### config.mk
export PLATFORM = sky130hd
export DESIGN_NAME = data_bus_arbiter
export DESIGN_NICKNAME = d
export VERILOG_FILES = /design/src/rtl/data_bus_pkg.sv /design/src/rtl/data_bus_id_fifo.sv /design/src/rtl/data_bus_arbiter.sv
export SDC_FILE = /design/constraint.sdc
export NUM_CORES = 1
export LEC_CHECK = 0
export CORE_AREA = 3 3 127 129
export CTS_CLUSTER_SIZE = 14
export DETAILED_ROUTE_END_ITERATION = 10
export DIE_AREA = 0 0 130 132
export DONT_BUFFER_PORTS = 1
export PLACE_DENSITY = 0.38
export SKIP_CTS_REPAIR_TIMING = 1
export SYNTH_ARGS = -nofsm -noshare
export SYNTH_HDL_FRONTEND = slang
export SYNTH_HIERARCHICAL = 1
export SYNTH_SLANG_ARGS = --single-unit
### constraint.sdc
create_clock -name clk_i -period 2.8 [get_ports clk_i]
set_clock_uncertainty 0.05 [all_clocks]
set_input_delay 0.56 -clock clk_i [delete_from_list [all_inputs] [get_ports clk_i]]
set_output_delay 0.56 -clock clk_i [all_outputs]
set_load 0.02 [all_outputs]
### src/rtl/data_bus_pkg.sv
// Shared DATA_BUS types: slave configuration word and master index used by the arbiter.
package data_bus_pkg;

  localparam int unsigned DATA_BUS_ARB_MAX_MASTERS = 8;

  typedef logic [2:0] arb_id_t;

  typedef struct packed {
    logic [1:0] mem_type;
    logic [1:0] priv;
  } config_type;

endpackage

### src/rtl/data_bus_id_fifo.sv
// Flopped synchronous FIFO holding granted master IDs for in-order response routing.
module data_bus_id_fifo #(
  parameter int unsigned WIDTH = 1,
  parameter int unsigned DEPTH = 4
) (
  input  logic             clk_i,
  input  logic             rst_ni,
  input  logic             push,
  input  logic             pop,
  input  logic [WIDTH-1:0] wdata,
  output logic [WIDTH-1:0] rdata,
  output logic             full,
  output logic             empty
);

  localparam int unsigned AW = (DEPTH > 1) ? $clog2(DEPTH) : 1;
  localparam int unsigned PW = $clog2(DEPTH) + 1;

  logic [PW-1:0]    wr_ptr_q, rd_ptr_q;
  logic [AW-1:0]    wr_idx, rd_idx;
  logic [WIDTH-1:0] mem_q [DEPTH];

  // Extra pointer bit separates full from empty when indices match.
  assign wr_idx = (DEPTH == 1) ? '0 : wr_ptr_q[AW-1:0];
  assign rd_idx = (DEPTH == 1) ? '0 : rd_ptr_q[AW-1:0];
  assign full   = ((wr_ptr_q - rd_ptr_q) == PW'(DEPTH));
  assign empty  = (wr_ptr_q == rd_ptr_q);
  assign rdata  = mem_q[rd_idx];

  always_ff @(posedge clk_i or negedge rst_ni) begin
    if (!rst_ni) begin
      wr_ptr_q <= '0;
      rd_ptr_q <= '0;
      for (int i = 0; i < int'(DEPTH); i++) mem_q[i] <= '0;
    end else begin
      if (push && !full) begin
        mem_q[wr_idx] <= wdata;
        wr_ptr_q      <= wr_ptr_q + 1'b1;
      end
      if (pop && !empty) rd_ptr_q <= rd_ptr_q + 1'b1;
    end
  end

endmodule

### src/rtl/data_bus_arbiter.sv
// Round-robin arbiter sharing one DATA_BUS slave among N_MASTERS; responses routed
// back in order through an ID FIFO, grant held stable under slave back-pressure.
module data_bus_arbiter
  import data_bus_pkg::*;
#(
  parameter int unsigned N_MASTERS       = 2,
  parameter int unsigned MAX_OUTSTANDING = 4,
  parameter int unsigned IDW             = (N_MASTERS > 1) ? $clog2(N_MASTERS) : 1
) (
  input  logic                                   clk_i,
  input  logic                                   rst_ni,
  input  logic [N_MASTERS-1:0]                   m_req_i,
  input  logic [N_MASTERS*32-1:0]                m_addr_i,
  input  logic [N_MASTERS-1:0]                   m_we_i,
  input  logic [N_MASTERS*4-1:0]                 m_be_i,
  input  logic [N_MASTERS*32-1:0]                m_wdata_i,
  output logic [N_MASTERS-1:0]                   m_gnt_o,
  output logic [N_MASTERS-1:0]                   m_rvalid_o,
  output logic [N_MASTERS-1:0]                   m_err_o,
  output logic [N_MASTERS*32-1:0]                m_rdata_o,
  output logic [N_MASTERS*$bits(config_type)-1:0] m_conf_o,
  output logic                                   s_req_o,
  output logic [31:0]                            s_addr_o,
  output logic                                   s_we_o,
  output logic [3:0]                             s_be_o,
  output logic [31:0]                            s_wdata_o,
  input  logic                                   s_gnt_i,
  input  logic                                   s_rvalid_i,
  input  logic                                   s_err_i,
  input  logic [31:0]                            s_rdata_i,
  input  config_type                             s_conf_i,
  output logic                                   proto_err_o
);

  logic [IDW-1:0] rr_ptr_q, sel_q, sel, cand, idx, head;
  logic           lock_q, proto_err_q, found, hs, pop, fifo_full, fifo_empty;
  int             idx_int;

  // First requester at or after rr_ptr, wrapping; defaults to rr_ptr when idle.
  always_comb begin
    cand    = rr_ptr_q;
    found   = 1'b0;
    idx     = '0;
    idx_int = 0;
    for (int i = 0; i < int'(N_MASTERS); i++) begin
      idx_int = int'(rr_ptr_q) + i;
      if (idx_int >= int'(N_MASTERS)) idx_int = idx_int - int'(N_MASTERS);
      idx = IDW'(idx_int);
      if (!found && m_req_i[idx]) begin
        cand  = idx;
        found = 1'b1;
      end
    end
  end

  assign sel = lock_q ? sel_q : cand;

  // Reset gating keeps the slave request and all grants low while rst_ni is asserted.
  assign s_req_o   = rst_ni & m_req_i[sel] & ~fifo_full & (lock_q | (|m_req_i));
  assign s_addr_o  = m_addr_i[32*int'(sel) +: 32];
  assign s_we_o    = m_we_i[sel];
  assign s_be_o    = m_be_i[4*int'(sel) +: 4];
  assign s_wdata_o = m_wdata_i[32*int'(sel) +: 32];

  assign hs  = s_req_o & s_gnt_i;
  assign pop = s_rvalid_i & ~fifo_empty;

  always_comb begin
    m_gnt_o          = '0;
    m_rvalid_o       = '0;
    m_err_o          = '0;
    m_gnt_o[sel]     = hs;
    m_rvalid_o[head] = pop;
    m_err_o[head]    = pop & s_err_i;
  end

  assign m_rdata_o   = {N_MASTERS{s_rdata_i}};
  assign m_conf_o    = {N_MASTERS{s_conf_i}};
  assign proto_err_o = proto_err_q;

  always_ff @(posedge clk_i or negedge rst_ni) begin
    if (!rst_ni) begin
      rr_ptr_q    <= '0;
      sel_q       <= '0;
      lock_q      <= 1'b0;
      proto_err_q <= 1'b0;
    end else begin
      if (hs) begin
        lock_q   <= 1'b0;
        rr_ptr_q <= (sel == IDW'(N_MASTERS - 1)) ? '0 : sel + 1'b1;
      end else if (s_req_o) begin
        lock_q <= 1'b1;
        sel_q  <= sel;
      end
      if (s_rvalid_i && fifo_empty) proto_err_q <= 1'b1;
    end
  end

  data_bus_id_fifo #(
    .WIDTH (IDW),
    .DEPTH (MAX_OUTSTANDING)
  ) u_id_fifo (
    .clk_i  (clk_i),
    .rst_ni (rst_ni),
    .push   (hs),
    .pop    (pop),
    .wdata  (sel),
    .rdata  (head),
    .full   (fifo_full),
    .empty  (fifo_empty)
  );

endmodule

Word level (Yosys, flattened, before mapping):

Cells that the tools add are included.

* $add $sub $neg: 7
* $lt $le $gt $ge: 11
* equality and inequality tests: 2
* shift-type cells: 3
* multiplexer cells: 27
* bitwise gates (word level): 15
* reductions and logical operators: 13

Operators by type and width (number)
* 64-bit by 7-bit variable part select with 32-bit output: 2
* 1-bit 2-to-1 mux: 22
* 1-bit by 2-bit < comparator with 1-bit output, second input constant: 4
* 8-bit by 4-bit variable part select with 4-bit output: 1
* 1-bit logical AND: 7
* 3-bit by 1-bit adder with 3-bit output, second input constant: 2
* 1-bit AND: 6
* 2-bit AND: 3
* 3-bit greater-or-equal comparator, second input constant: 2
* 2-bit NOT with 3-bit output: 2
* 4-bit bitwise mux: 1
* 3-bit == test: 1
* 3-bit == test, second input constant: 1
* 1-bit logical NOT: 3
* 3-bit by 1-bit < comparator with 1-bit output, second input constant: 1
* 1-bit NOT: 3
* 3-bit subtractor: 1
* 1-bit by 1-bit adder with 2-bit output, second input constant: 1
* 1-bit binary-select mux with 2-bit select: 1
* 1-bit demux with 1-bit select: 2
* 1-bit demux with 2-bit select: 1
* 1-bit greater-or-equal comparator, second input constant: 2
* 1-bit by 2-bit greater-or-equal comparator with 1-bit output, second input constant: 1
* 2-bit greater-or-equal comparator, second input constant: 1
* other kinds (6): 7

* flip-flop bits (word level): 14
* input port bits: 181
* output and inout port bits: 149
* logic and storage cells: 88

Longest topological paths before layout:

* depth after elaboration: 17
* depth in mapped cells: 11
* gate-level depth less buffers: 11

Cells and area by module:

The synthesis kept the hierarchy.

By module, submodules not included
* data_bus_arbiter: times used 1, cells an instance 187, area each 1891.8 µm², sequential area each 100.1 µm²
* data_bus_id_fifo: times used 1, cells an instance 49, area each 588.1 µm², sequential area each 250.2 µm²

Worst setup path after synthesis:

OpenSTA, ideal clock, no wires.

* path type: register to output
* from: register u_id_fifo.wr_ptr_q[0]
* to: output port m_gnt_o[0]
* arrival: 1.877 ns
* data required time: 2.190 ns
* setup slack: 0.313 ns
* cell stages (with the launch flop): 9
* path buffers: 0
* cells stage by stage: dfrtp_1 inv_1 ha_1 nor2b_1 xnor2_2 and3_2 nor2b_1 nand2_1 nor3_1

* word-level cells in the longest chain between the ends: 7

Ends and longest elaborated chain
* start, declared: RTL line data_bus_id_fifo.sv:19 `logic [PW-1:0] wr_ptr_q, rd_ptr_q;`
* start signal, assigned: RTL line data_bus_id_fifo.sv:38 `wr_ptr_q <= wr_ptr_q + 1'b1;`
* 3-bit subtractor: RTL line data_bus_id_fifo.sv:26 `assign full = ((wr_ptr_q - rd_ptr_q) == PW'(DEPTH));`
* 3-bit == test: RTL line data_bus_id_fifo.sv:26
* named net fifo_full: RTL line data_bus_arbiter.sv:36 `logic lock_q, proto_err_q, found, hs, pop, fifo_full, fifo_empty;`
* 1-bit NOT: RTL line data_bus_arbiter.sv:59 `assign s_req_o = rst_ni & m_req_i[sel] & ~fifo_full & (lock_q | (|m_req_i));`
* 1-bit AND (2 in series): RTL line data_bus_arbiter.sv:59
* 1-bit AND: RTL line data_bus_arbiter.sv:65 `assign hs = s_req_o & s_gnt_i;`
* 2-bit AND (no line)
* end, declared: RTL line data_bus_arbiter.sv:17 `output logic [N_MASTERS-1:0] m_gnt_o,`

The timed path passes the listed nets, and every way through them passes these cells.

Worst setup path in the final report:

* from: register u_id_fifo.wr_ptr_q[0]
* to: output port m_gnt_o[1]

Same word-level chain as after synthesis.

==> metrics.yaml <==
outcome:
  status: "finished, final reports clean"
detailed_routing:
  wl_per_cell_um: 26.0
  post-route-drc-count: 0
  drt_wl_total_um: 9180
  vias_per_cell: 4.05
  firstDrtPassIters: 4
  first_iter_violations: 48
  vias: 1428
  ant_nets: 0
sta:
  maxSlewViolCount: 0
  min_period_ns: 2.64
  finalSetupTns_ns: 0
  worst_pin_slew_ns: 0.696
  slew_headroom_pct: 53.5
  timing.fmax_ghz: 0.379
  hold_slack_ns: 0.392
  finalHoldViolations: 0
  rsz0062_at_grt: "false"
  setup_violations: 0
  period_share_pct: 94.2
run:
  cap_violations: 0
placed_design:
  port_buffers: 0
  dpl.hpwl_um: 8140
  place_congestion: 0.741
logic_synthesis:
  yosysTopAreaCell: "mux2_4"
  ys_seq_elements: 14
  synth_nets: 424
  synth_top_flop_cell: "dfrtp_1"
  synthArstFlopShare_pct: 100
  syn_area_per_cell_sq_um: 10.5
  syn_inst: 236
  synthesis.area_sq_um: 2480
  synth_commonest_cells: "buf_4 (72), mux2_4 (55), mux2_2 (18)"
  synth_area_leaders: "mux2_4 (33%), buf_4 (22%), dfrtp_1 (14%)"
  yosysWarnings: 6
  seq_area_frac_synth_pct: 14.1
  yosysMostFrequentCell: "buf_4"
  yosys.area.top_type_share_pct: 33.3
  synth_cell_types: 31
  synth-edff-count: 0
die:
  dieArea_sq_um: 17200
  die_w_um: 130
  io_pins: 330
  core-area_sq_um: 15100
  floorplan.initialDensity_pct: 16.4
  num_rows: 45
  die_y_um: 132
final_layout:
  fillers: 1650
  syn2layout_area_growth_pct: -8.58
  final_core_util_pct: 15.0
  layout.nets: 355
  drive_gt1_share_pct: 57.0
  insertedDiodeCount: 0
clocking:
  cts-buffers-inserted: 3
  clk_latency_ns: 0.24
  cts.clk_slew.worst_paths_ns: 0.05
  clkSinkCount: 14
  cts_tree: "built"
  root_buffer: "clkbuf_16"
  h-tree-depth: 1
  cts_max_path_buffers: 2
global_routing:
  grt_usage_pct: 9.15
  antenna_found_initial: 0
  grt_pass1_vias: 1445
  grt_pass1_wl_um: 11100
  grt_max_degree: 42
  grt-ovfl-total: 0
pwr:
  p_per_area_nw_per_um2: 1490
  power_leakage_nw: 1.02
  ir_worst_vdd_uv: 482
worst_setup_path:
  required_ns: 2.19
  crit_arrival_ns: 2.03
  r2r_setup_slack_ns: 0.24
  worstPathMaxFanout: 6
  worstSetupStartpointType: "flip-flop"
  reg2reg_depth: 11
  endpoint_kind: "primary output"
  path_class: "flip-flop to primary output"
hold_path:
  hold_path_class: "input port to flip-flop"
  whs_path_depth: 1
[final timing paths]
check,startpoint,end
max in group asynchronous,rst_ni,u_id_fifo/mem_q[1]
setup reg to reg,u_id_fifo/wr_ptr_q[0],u_id_fifo/mem_q[0]
setup / recovery,u_id_fifo/wr_ptr_q[0],m_gnt_o[1]
hold / removal,s_rvalid_i,proto_err_o
hold reg to reg,u_id_fifo/mem_q[0],u_id_fifo/mem_q[0]
min in group asynchronous,rst_ni,u_id_fifo/wr_ptr_q[0]
[kinds of logic (layout without fill, tap and decap cells)]
family / Yosys count / after routing / share of synthesized area, %
buf+inv: 86 / 15 / 26.1
mux: 77 / 77 / 43.7
simple gates: 29 / 29 / 5.55
fa+ha+maj: 7 / 7 / 3.53
xor+xnor: 6 / 6 / 2.72
compound gates: 17 / 17 / 4.29
flops: 14 / 14 / 14.1
[critical path, stage by stage (launching register included)]
cell and delay (ns):
dfrtp_1 0.38, inv_2 0.08, ha_1 0.19, nor2b_2 0.16, xnor2_2 0.17, and3_2 0.25
nor2b_2 0.14, nand3_1 0.12, nor2b_1 0.13, buf_4 0.15
[layer usage]
layer	global-route usage (%)	vias to the layer above	part of all wire, %
met5	0	-	0
met4	1.10	0	0.26
met1	12.5	655	45
li1	-	600	-
met2	13.0	169	41
met3	5.02	4	14
[state kept, by name, summed over array words and instances, names as in the netlist]
signal / flops
lock_q: 1
proto_err_o: 1
rr_ptr_q: 1
sel_q: 1
u_id_fifo/mem_q: 4
u_id_fifo/rd_ptr_q: 3
u_id_fifo/wr_ptr_q: 3
[area by class of cell]
| type | instances | area, sq um | share of cell area [%] |
|---|---|---|---|
| Clock buffer | 3 | 75.1 | 3.31 |
| Sequential cell | 14 | 350 | 15.5 |
| Multi-Input combinational cell | 136 | 1510 | 66.7 |
| Timing Repair Buffer | 6 | 72.6 | 3.20 |
| Inverter | 6 | 22.5 | 0.993 |
| Tap cell | 188 | 235 | 10.4 |
[cells in the final DEF (no fill, tap or decap), types with 3 or more instances in the layout]
master      n
clkbuf_16   3
nand3_1     3
a21o_1      3
buf_4       3
mux2_2     18
ha_1        7
a31oi_1     6
nor2b_2     3
nand2_1    11
mux2_4     55
dfrtp_1    14
o21ai_0     3
inv_1       4
xnor2_1     3
nor2_1      3
[metrics by stage]
stage	instances	area, sq um	setup WS (ns)	power [W]
finish	353	2270	0.163	0.00338
global route	353	2270	0.0146	0.00363
CTS	352	2240	-0.0465	0.00344
detailed placement	349	2160	0.0514	0.00315
global placement	349	2160	0.168	0.00315
floorplan	236	2480	0.313	0.00285
[report_power, final]
part	total [W]	switching [W]	leakage, nW	internal (W)
combinational	0.00271	0.00158	0.829	0.00113
clock	0.000264	0.0000779	0.0370	0.000187
sequential	0.000407	0.000102	0.158	0.000305
total	0.00338	0.00176	1.02	0.00162
No activity file was read; power rests on OpenSTA's default activity.
